**config.mk**
```make
export PLATFORM = sky130hd
export DESIGN_NAME = cic3_row_readout_ctrl
export DESIGN_NICKNAME = d
export VERILOG_FILES = /design/src/rtl/cic3_row_readout_ctrl.sv
export SDC_FILE = /design/constraint.sdc
export NUM_CORES = 1
export LEC_CHECK = 0
export CAP_MARGIN = 20
export CORE_AREA = 2 2 73 75
export CTS_CLUSTER_DIAMETER = 80
export CTS_CLUSTER_SIZE = 10
export DETAILED_ROUTE_END_ITERATION = 10
export DIE_AREA = 0 0 75 77
export PLACE_DENSITY_LB_ADDON = 0.25
export SLEW_MARGIN = 20
export SYNTH_ARGS = -nofsm -noshare
export SYNTH_HDL_FRONTEND = slang
export SYNTH_SLANG_ARGS = --single-unit
```
**constraint.sdc**
```tcl
create_clock -name clk -period 3 [get_ports clk]
set_input_delay 0.6 -clock clk [delete_from_list [all_inputs] [get_ports clk]]
set_output_delay 0.6 -clock clk [all_outputs]
set_load 0.02 [all_outputs]
```
**src/rtl/cic3_row_readout_ctrl.sv**
```systemverilog
// cic3_row_readout_ctrl: readout scheduler for a 2x12 row of CIC3 decimation filters.
// It drives the left/right monitor selects and generates decimation-frame timing.
// After each select change it discards settle frames, then snapshots the row and
// serializes it LSB first over a valid/ready stream.
// Optional feature: define MONITOR_SWEEP_EN to step both selects through every test point.
module cic3_row_readout_ctrl #(
  parameter int NUM_FILTERS   = 24,
  parameter int DECIM         = 32,
  parameter int SETTLE_FRAMES = 2,
  parameter int NUM_TP        = 16
) (
  input  logic                   clk,
  input  logic                   reset,
  input  logic                   enable,
  input  logic [3:0]             sel_cfg_L,
  input  logic [3:0]             sel_cfg_R,
  input  logic [NUM_FILTERS-1:0] row_out,
  output logic [3:0]             digital_monitor_selL,
  output logic [3:0]             digital_monitor_selR,
  output logic                   frame_strobe,
  output logic                   dout,
  output logic                   dout_valid,
  input  logic                   dout_ready,
  output logic                   dout_last,
  output logic                   overrun,
  output logic                   busy
);

  localparam int DEC_W = (DECIM > 1) ? $clog2(DECIM) : 1;
  localparam int IDX_W = (NUM_FILTERS > 1) ? $clog2(NUM_FILTERS) : 1;
  localparam int SET_W = $clog2(SETTLE_FRAMES + 1);
  localparam logic [DEC_W-1:0] DEC_LAST = DEC_W'(DECIM - 1);
  localparam logic [IDX_W-1:0] IDX_LAST = IDX_W'(NUM_FILTERS - 1);
  localparam logic [SET_W-1:0] SET_LAST = SET_W'(SETTLE_FRAMES - 1);
  localparam logic [3:0]       TP_LAST  = 4'(NUM_TP - 1);

  typedef enum logic [1:0] {IDLE = 2'd0, SETTLE = 2'd1, RUN = 2'd2, SHIFT = 2'd3} state_t;

  state_t                 state, state_nxt;
  logic [DEC_W-1:0]       dec_cnt;
  logic [SET_W-1:0]       settle_cnt;
  logic [IDX_W-1:0]       idx;
  logic [NUM_FILTERS-1:0] shadow;
  logic                   pend;
  logic                   xfer, last_xfer, sel_chg, settle_req, sweep_step;
  logic [3:0]             load_val_l, load_val_r;
  logic                   load_sel, step_sel, capture, settle_clr, settle_inc, pend_set, ovr_set;

`ifdef MONITOR_SWEEP_EN
  // Sweep mode: static configuration is ignored, every completed frame re-settles.
  logic unused_sweep_inputs;
  assign unused_sweep_inputs = ^{sel_cfg_L, sel_cfg_R, pend};
  assign sel_chg    = 1'b0;
  assign settle_req = 1'b1;
  assign sweep_step = 1'b1;
  assign load_val_l = 4'd0;
  assign load_val_r = 4'd0;
`else
  // A differing configuration is only acted on at frame boundaries.
  assign sel_chg    = (sel_cfg_L != digital_monitor_selL) || (sel_cfg_R != digital_monitor_selR);
  assign settle_req = pend || (frame_strobe && sel_chg);
  assign sweep_step = 1'b0;
  assign load_val_l = sel_cfg_L;
  assign load_val_r = sel_cfg_R;
`endif

  assign xfer      = dout_valid & dout_ready;
  assign last_xfer = xfer & dout_last;

  // State register
  always_ff @(posedge clk or posedge reset) begin
    if (reset) begin
      state <= IDLE;
    end else begin
      state <= state_nxt;
    end
  end

  // Next-state and control decode
  always_comb begin
    state_nxt  = state;
    load_sel   = 1'b0;
    step_sel   = 1'b0;
    capture    = 1'b0;
    settle_clr = 1'b0;
    settle_inc = 1'b0;
    pend_set   = 1'b0;
    ovr_set    = 1'b0;
    case (state)
      IDLE: begin
        if (enable) begin
          state_nxt  = SETTLE;
          load_sel   = 1'b1;
          settle_clr = 1'b1;
        end else begin
          state_nxt = IDLE;
        end
      end
      SETTLE: begin
        if (!enable) begin
          state_nxt = IDLE;
        end else if (frame_strobe) begin
          if (settle_cnt == SET_LAST) begin
            state_nxt = RUN;
          end else begin
            settle_inc = 1'b1;
          end
        end else begin
          state_nxt = SETTLE;
        end
      end
      RUN: begin
        if (!enable) begin
          state_nxt = IDLE;
        end else if (frame_strobe) begin
          if (sel_chg) begin
            state_nxt  = SETTLE;
            load_sel   = 1'b1;
            settle_clr = 1'b1;
          end else begin
            state_nxt = SHIFT;
            capture   = 1'b1;
          end
        end else begin
          state_nxt = RUN;
        end
      end
      SHIFT: begin
        // New selects are latched at the boundary; the frame in flight still finishes.
        if (frame_strobe && sel_chg) begin
          load_sel = 1'b1;
          pend_set = 1'b1;
        end else begin
          load_sel = 1'b0;
        end
        if (frame_strobe && !last_xfer && enable) begin
          ovr_set = 1'b1;
        end else begin
          ovr_set = 1'b0;
        end
        if (last_xfer) begin
          if (!enable) begin
            state_nxt = IDLE;
          end else if (settle_req) begin
            state_nxt  = SETTLE;
            settle_clr = 1'b1;
            step_sel   = sweep_step;
          end else if (frame_strobe) begin
            state_nxt = SHIFT;
            capture   = 1'b1;
          end else begin
            state_nxt = RUN;
          end
        end else begin
          state_nxt = SHIFT;
        end
      end
      default: begin
        state_nxt = IDLE;
      end
    endcase
  end

  // Stream outputs and frame boundary decode from registered state
  always_comb begin
    frame_strobe = (dec_cnt == DEC_LAST);
    if (state == SHIFT) begin
      dout_valid = 1'b1;
      dout       = shadow[idx];
      dout_last  = (idx == IDX_LAST);
    end else begin
      dout_valid = 1'b0;
      dout       = 1'b0;
      dout_last  = 1'b0;
    end
  end

  // Counters, shadow register, selects and status flags
  always_ff @(posedge clk or posedge reset) begin
    if (reset) begin
      dec_cnt              <= '0;
      settle_cnt           <= '0;
      idx                  <= '0;
      shadow               <= '0;
      pend                 <= 1'b0;
      digital_monitor_selL <= 4'd0;
      digital_monitor_selR <= 4'd0;
      overrun              <= 1'b0;
      busy                 <= 1'b0;
    end else begin
      if ((state == IDLE) || (state_nxt == IDLE)) begin
        dec_cnt <= '0;
      end else if (dec_cnt == DEC_LAST) begin
        dec_cnt <= '0;
      end else begin
        dec_cnt <= dec_cnt + DEC_W'(1);
      end
      if (settle_clr) begin
        settle_cnt <= '0;
      end else if (settle_inc) begin
        settle_cnt <= settle_cnt + SET_W'(1);
      end else begin
        settle_cnt <= settle_cnt;
      end
      if (capture) begin
        shadow <= row_out;
        idx    <= '0;
      end else if (last_xfer) begin
        idx <= '0;
      end else if (xfer) begin
        idx <= idx + IDX_W'(1);
      end else begin
        idx <= idx;
      end
      if (state_nxt != SHIFT) begin
        pend <= 1'b0;
      end else if (pend_set) begin
        pend <= 1'b1;
      end else begin
        pend <= pend;
      end
      if (load_sel) begin
        digital_monitor_selL <= load_val_l;
        digital_monitor_selR <= load_val_r;
      end else if (step_sel) begin
        digital_monitor_selL <= (digital_monitor_selL == TP_LAST) ? 4'd0 : digital_monitor_selL + 4'd1;
        digital_monitor_selR <= (digital_monitor_selR == TP_LAST) ? 4'd0 : digital_monitor_selR + 4'd1;
      end else begin
        digital_monitor_selL <= digital_monitor_selL;
        digital_monitor_selR <= digital_monitor_selR;
      end
      if (ovr_set) begin
        overrun <= 1'b1;
      end else begin
        overrun <= overrun;
      end
      busy <= (state_nxt != IDLE);
    end
  end

endmodule

```
; ---- Word-level counts from Yosys, hierarchy flattened
; Index checks and enable logic that the tools add are counted.
[totals]
out_inout_bits = 14
elab_cells = 91
register_bits = 49
[classes]
mux = 53
n_eq_ne = 9
magnitude_cmp = 1
bitwise = 2
n_reduce_logical = 13
n_addsub = 3
[op_table]
columns = op, n
row1 = $mux W1, 30
row2 = $mux W5, 5
row3 = $mux W2, 11
row4 = $add A5 B1 Y5 const B, 2
row5 = $eq A5 B5 Y1 const B, 2
row6 = $mux W4, 2
row7 = $ne A4 B4 Y1, 2
row8 = $pmux W2 S4, 1
row9 = $lt A5 B6 Y1 const B, 1
row10 = $pmux W1 S3, 2
row11 = $reduce_bool A2 Y1, 3
row12 = $bmux W1 S5, 1
row13 = $eq A2 B1 Y1 const B, 2
row14 = $eq A2 B2 Y1 const B, 2
row15 = $logic_not A2 Y1, 2
row16 = $logic_and A1 B1 Y1, 3
row17 = $logic_or A1 B1 Y1, 3
row18 = $reduce_bool A3 Y1, 1
row19 = $add A2 B1 Y2 const B, 1
row20 = $and A1 B1 Y1, 2
row21 = $ne A2 B2 Y1 const B, 1
row22 = $pmux W1 S2, 1
row23 = $logic_not A1 Y1, 1

; ---- Longest topological paths before layout
[depth]
ltp_word = 11
depth_mapped = 9
depth_no_buf = 8

; ---- Worst setup path before layout
; Ideal clock, no wire load.
[synth_timing]
path_type = reg2out
startpoint = reg idx[1]
endpoint = out dout
stages_incl_launch_ff = 7
path_slack_ns = 0.731
path_buffers = 1
arrival_ns = 1.669
path_cell_list = dfrtp_1 -> buf_2 -> mux4_2 -> nor2b_1 -> a211oi_1 -> a211o_1 -> a21oi_1
[synth_via]
elab_chain_len = 3
[synth_lines]
columns = item, line_no
row1 = from (decl), 42  ; logic [IDX_W-1:0] idx;
row2 = from (signal assigned), 211  ; idx <= idx + IDX_W'(1);
row3 = from (signal assigned), 213  ; idx <= idx;
row4 = $bmux W1 S5, 169  ; dout = shadow[idx];
row5 = $mux W1 (implied by the code), 169
row6 = $mux W1, 167  ; if (state == SHIFT) begin
row7 = to (decl), 21  ; output logic dout,
; No other way between the ends. The select of a mux whose other input is x is not followed.

; ---- Final worst setup path
[layout_timing]
startpoint = reg idx[1]
endpoint = out dout_last
[layout_via]
elab_chain_len = 2
[layout_lines]
columns = item, line_no
row1 = $eq A5 B5 Y1, 170  ; dout_last = (idx == IDX_LAST);
row2 = $mux W1, 167
row3 = to (decl), 24  ; output logic dout_last,
; No other way between the ends.

==> run_results.csv <==
group,metric,value,unit
status,outcome,"finished, final reports clean",
route,postRouteAntennaNets,0,
route,via_per_inst,5.326,
timing,setup_tns,0,ps
clock_tree,cts_inserted_buffers,5,
synthesis,syn_area,2491,µm²
clock_tree,insertion_delay,310,ps
die,start_util,0.5005,
route,maxUsedRoutingLayer,"met4",
synthesis,synth-edff-count,0,
global_routing,track_usage,0.1776,
route,m1WireLength,2168,µm
timing,setup_ws,241.9,ps
timing,final-setup-viol-count,0,
synthesis,ys_ff_latch,49,
placement,gp_congestion,0.8019,
hold_path,hold_path.class,"reg -> reg",
clock_tree,clkTransAtPathRegs,90,ps
final_layout,final_util,0.6345,
timing,drv_slew,0,
timing,rsz0062_at_grt,"no",
clock_tree,htree_levels,2,
global_routing,grt_pass1_vias,1673,
final_layout,mostFrequentLayoutCell,"dfrtp_1",
synthesis,synthArstFlopShare,1.000,
final_layout,syn2layout_area_growth,26.77,%
pwr,power_leakage,0.001388,µW
die,dieArea,5775,µm²
die,core,4977,µm²
timing,fmax,0.3626,GHz
critical_path,critPathRequiredTime,2400,ps
timing,worstMarginPinSlew,483.5,ps
die,ioPinCount,50,
global_routing,grt_pass1_wl,7872,µm
timing,finalCritPeriodShare,0.9194,
synthesis,ys.flop_type,"dfrtp_1",
final_layout,diodes,0,
placement,dp_hpwl,3166,µm
synthesis,yosysWarnings,0,
clock_tree,cts_sinks,49,
route,drt_iter0_drc,87,
timing,hold_violations,0,
final_layout,final_cell_mix,"dfrtp_1 (49), clkdlybuf4s50_1 (48), mux2_2 (28)",
clock_tree,root_buffer,"clkbuf_8",
route,dr_wl_met3,214,µm
clock_tree,cts_buffer_depth,2,
run,maxCapViolCount,0,
global_routing,grt-ovfl-total,0,
critical_path,critPathKind,"reg -> out",
synthesis,synth_nets,235,
clock_tree,cts_hold_buf,0,
pwr,vdd_drop_max,0.3704,mV
critical_path,worst_path_max_delay_cell,"clkdlybuf4s50_1",
clock_tree,tritoncts,"yes",
placement,port_buffers,49,
critical_path,startpoint_type,"register",
critical_path,ff2ff_setup_slack,660,ps
synthesis,yosysSeqAreaShare,0.4922,
route,dr.pass1.iters,4,
die,die_h,77,µm
synthesis,avgSynthCellArea,12.78,µm²
die,die_x,75,µm
route,wire_per_inst,13.78,µm
timing,slew_headroom,0.6770,
critical_path,worstPathCellList,"buf_4, ha_1, and4b_1, and2_1, clkdlybuf4s50_1",
final_layout,final_nets,285,
route,wirelength,4353,µm
die,rows,26,
route,vias,1683,
route,route.detailed.drc,0,
critical_path,path_max_fanout,7,
critical_path,endpoint_kind,"output pin",
critical_path,worst-endpoint-arrival,2160,ps
synthesis,syn_inst,195,
timing,fin_crit,2758,ps
critical_path,cpPeakStageDelay,620,ps
synthesis,synth_cell_types,48,
final_layout,drive_gt1_frac,0.2439,
pwr,power_per_cell_area,507.5,nW/µm²
final_layout,fill_cells,400,
global_routing,antenna_found_initial,0,
placement,place_ws,315.9,ps
timing,clock_skew,6.615,ps
route,dr_wl_met2,1862,µm
global_routing,grt_max_degree,50,
-- worst max-delay path, delay by kind of cell, from the launching register on --
kind | cells | cell delay (ps)
simple gates | 2 | 410
fa+ha+maj | 1 | 200
flops | 1 | 430
buf+inv | 2 | 820
-- per-stage QoR --
step           instance area, µm²  hold slack [ps]  std cells  power [µW]
3_5_place_dp                 3044            467.6        308        1143
3_3_place_gp                 3044            457.5        308        1136
6_report                     3158            477.8        316        1603
2_1_floorplan                2491            441.9        195        1005
5_1_grt                      3158            506.4        316        1687
4_1_cts                      3158            479.9        316        1622
-- final timing paths --
path | startpoint | endpoint | depth (start not counted)
min in group asynchronous | reset | digital_monitor_selL[3] | 3
max in group asynchronous | reset | dec_cnt[1] | 3
worst max-delay path | idx[1] | dout_last | 5
worst min-delay path | dec_cnt[0] | dec_cnt[0] | 1
worst min register to register | dec_cnt[0] | dec_cnt[0] | 1
worst max register to register | dec_cnt[0] | dec_cnt[2] | 8
-- cells in the mapped netlist, types with 3 or more instances --
library cell | instances | area [µm²]
inv_1 | 5 | 18.77
nor2_1 | 6 | 22.52
ha_1 | 4 | 50.05
nand2_1 | 12 | 45.04
nor2b_1 | 4 | 25.02
nand3_1 | 4 | 20.02
mux4_2 | 6 | 135.1
nor4_1 | 3 | 18.77
a21oi_1 | 4 | 20.02
clkbuf_1 | 3 | 11.26
o21ai_0 | 5 | 25.02
mux2_4 | 5 | 75.07
xnor2_1 | 10 | 87.58
buf_2 | 3 | 15.01
buf_6 | 3 | 33.78
mux2_2 | 28 | 315.3
dfrtp_1 | 49 | 1226
-- cell families (layout without fill, tap and decap cells) --
group           count (synthesis)  after routing  share of synthesized area
xor+xnor                       12             12                    0.04219
compound gates                 25             25                    0.07384
mux                            41             41                     0.2190
simple gates                   48             48                     0.1100
buf+inv                        16             67                    0.04269
flops                          49             49                     0.4922
fa+ha+maj                       4              4                    0.02009
-- flip-flops by register name, indices dropped and copies added, names as in the netlist --
register,cells
shadow,24
settle_cnt,2
pend,1
dec_cnt,5
state,2
overrun,1
idx,5
digital_monitor_selL,4
digital_monitor_selR,4
busy,1
-- area by class of cell --
| type | count | area [µm²] | area share |
|---|---|---|---|
| clock buffers | 5 | 68.82 | 0.02179 |
| clock inverters | 3 | 46.29 | 0.01466 |
| inverters | 5 | 18.77 | 0.005943 |
| multi-input cells | 130 | 1159 | 0.3669 |
| flip-flops and latches | 49 | 1226 | 0.3883 |
| well taps | 70 | 87.58 | 0.02773 |
| repair buffers | 54 | 551.8 | 0.1747 |
-- where the power goes --
group / switching [µW] / internal [µW]
sequential: 69.0 / 713
combinational: 148 / 196
clock: 226 / 250
-- repair_timing --
item / in CTS / in global routing
gates resized for setup: 1 / 0
buffers inserted: 0 / 0
setup endpoints to repair: 1 / 0
-- layer usage --
| metal | GRT usage | vias to the layer above |
|---|---|---|
| met4 | 0.07500 | 0 |
| li1 | - | 814 |
| met1 | 0.2737 | 812 |
| met5 | 0 | - |
| met3 | 0.05125 | 13 |
| met2 | 0.2307 | 44 |
Note: power is estimated with default switching activity, not from simulation.
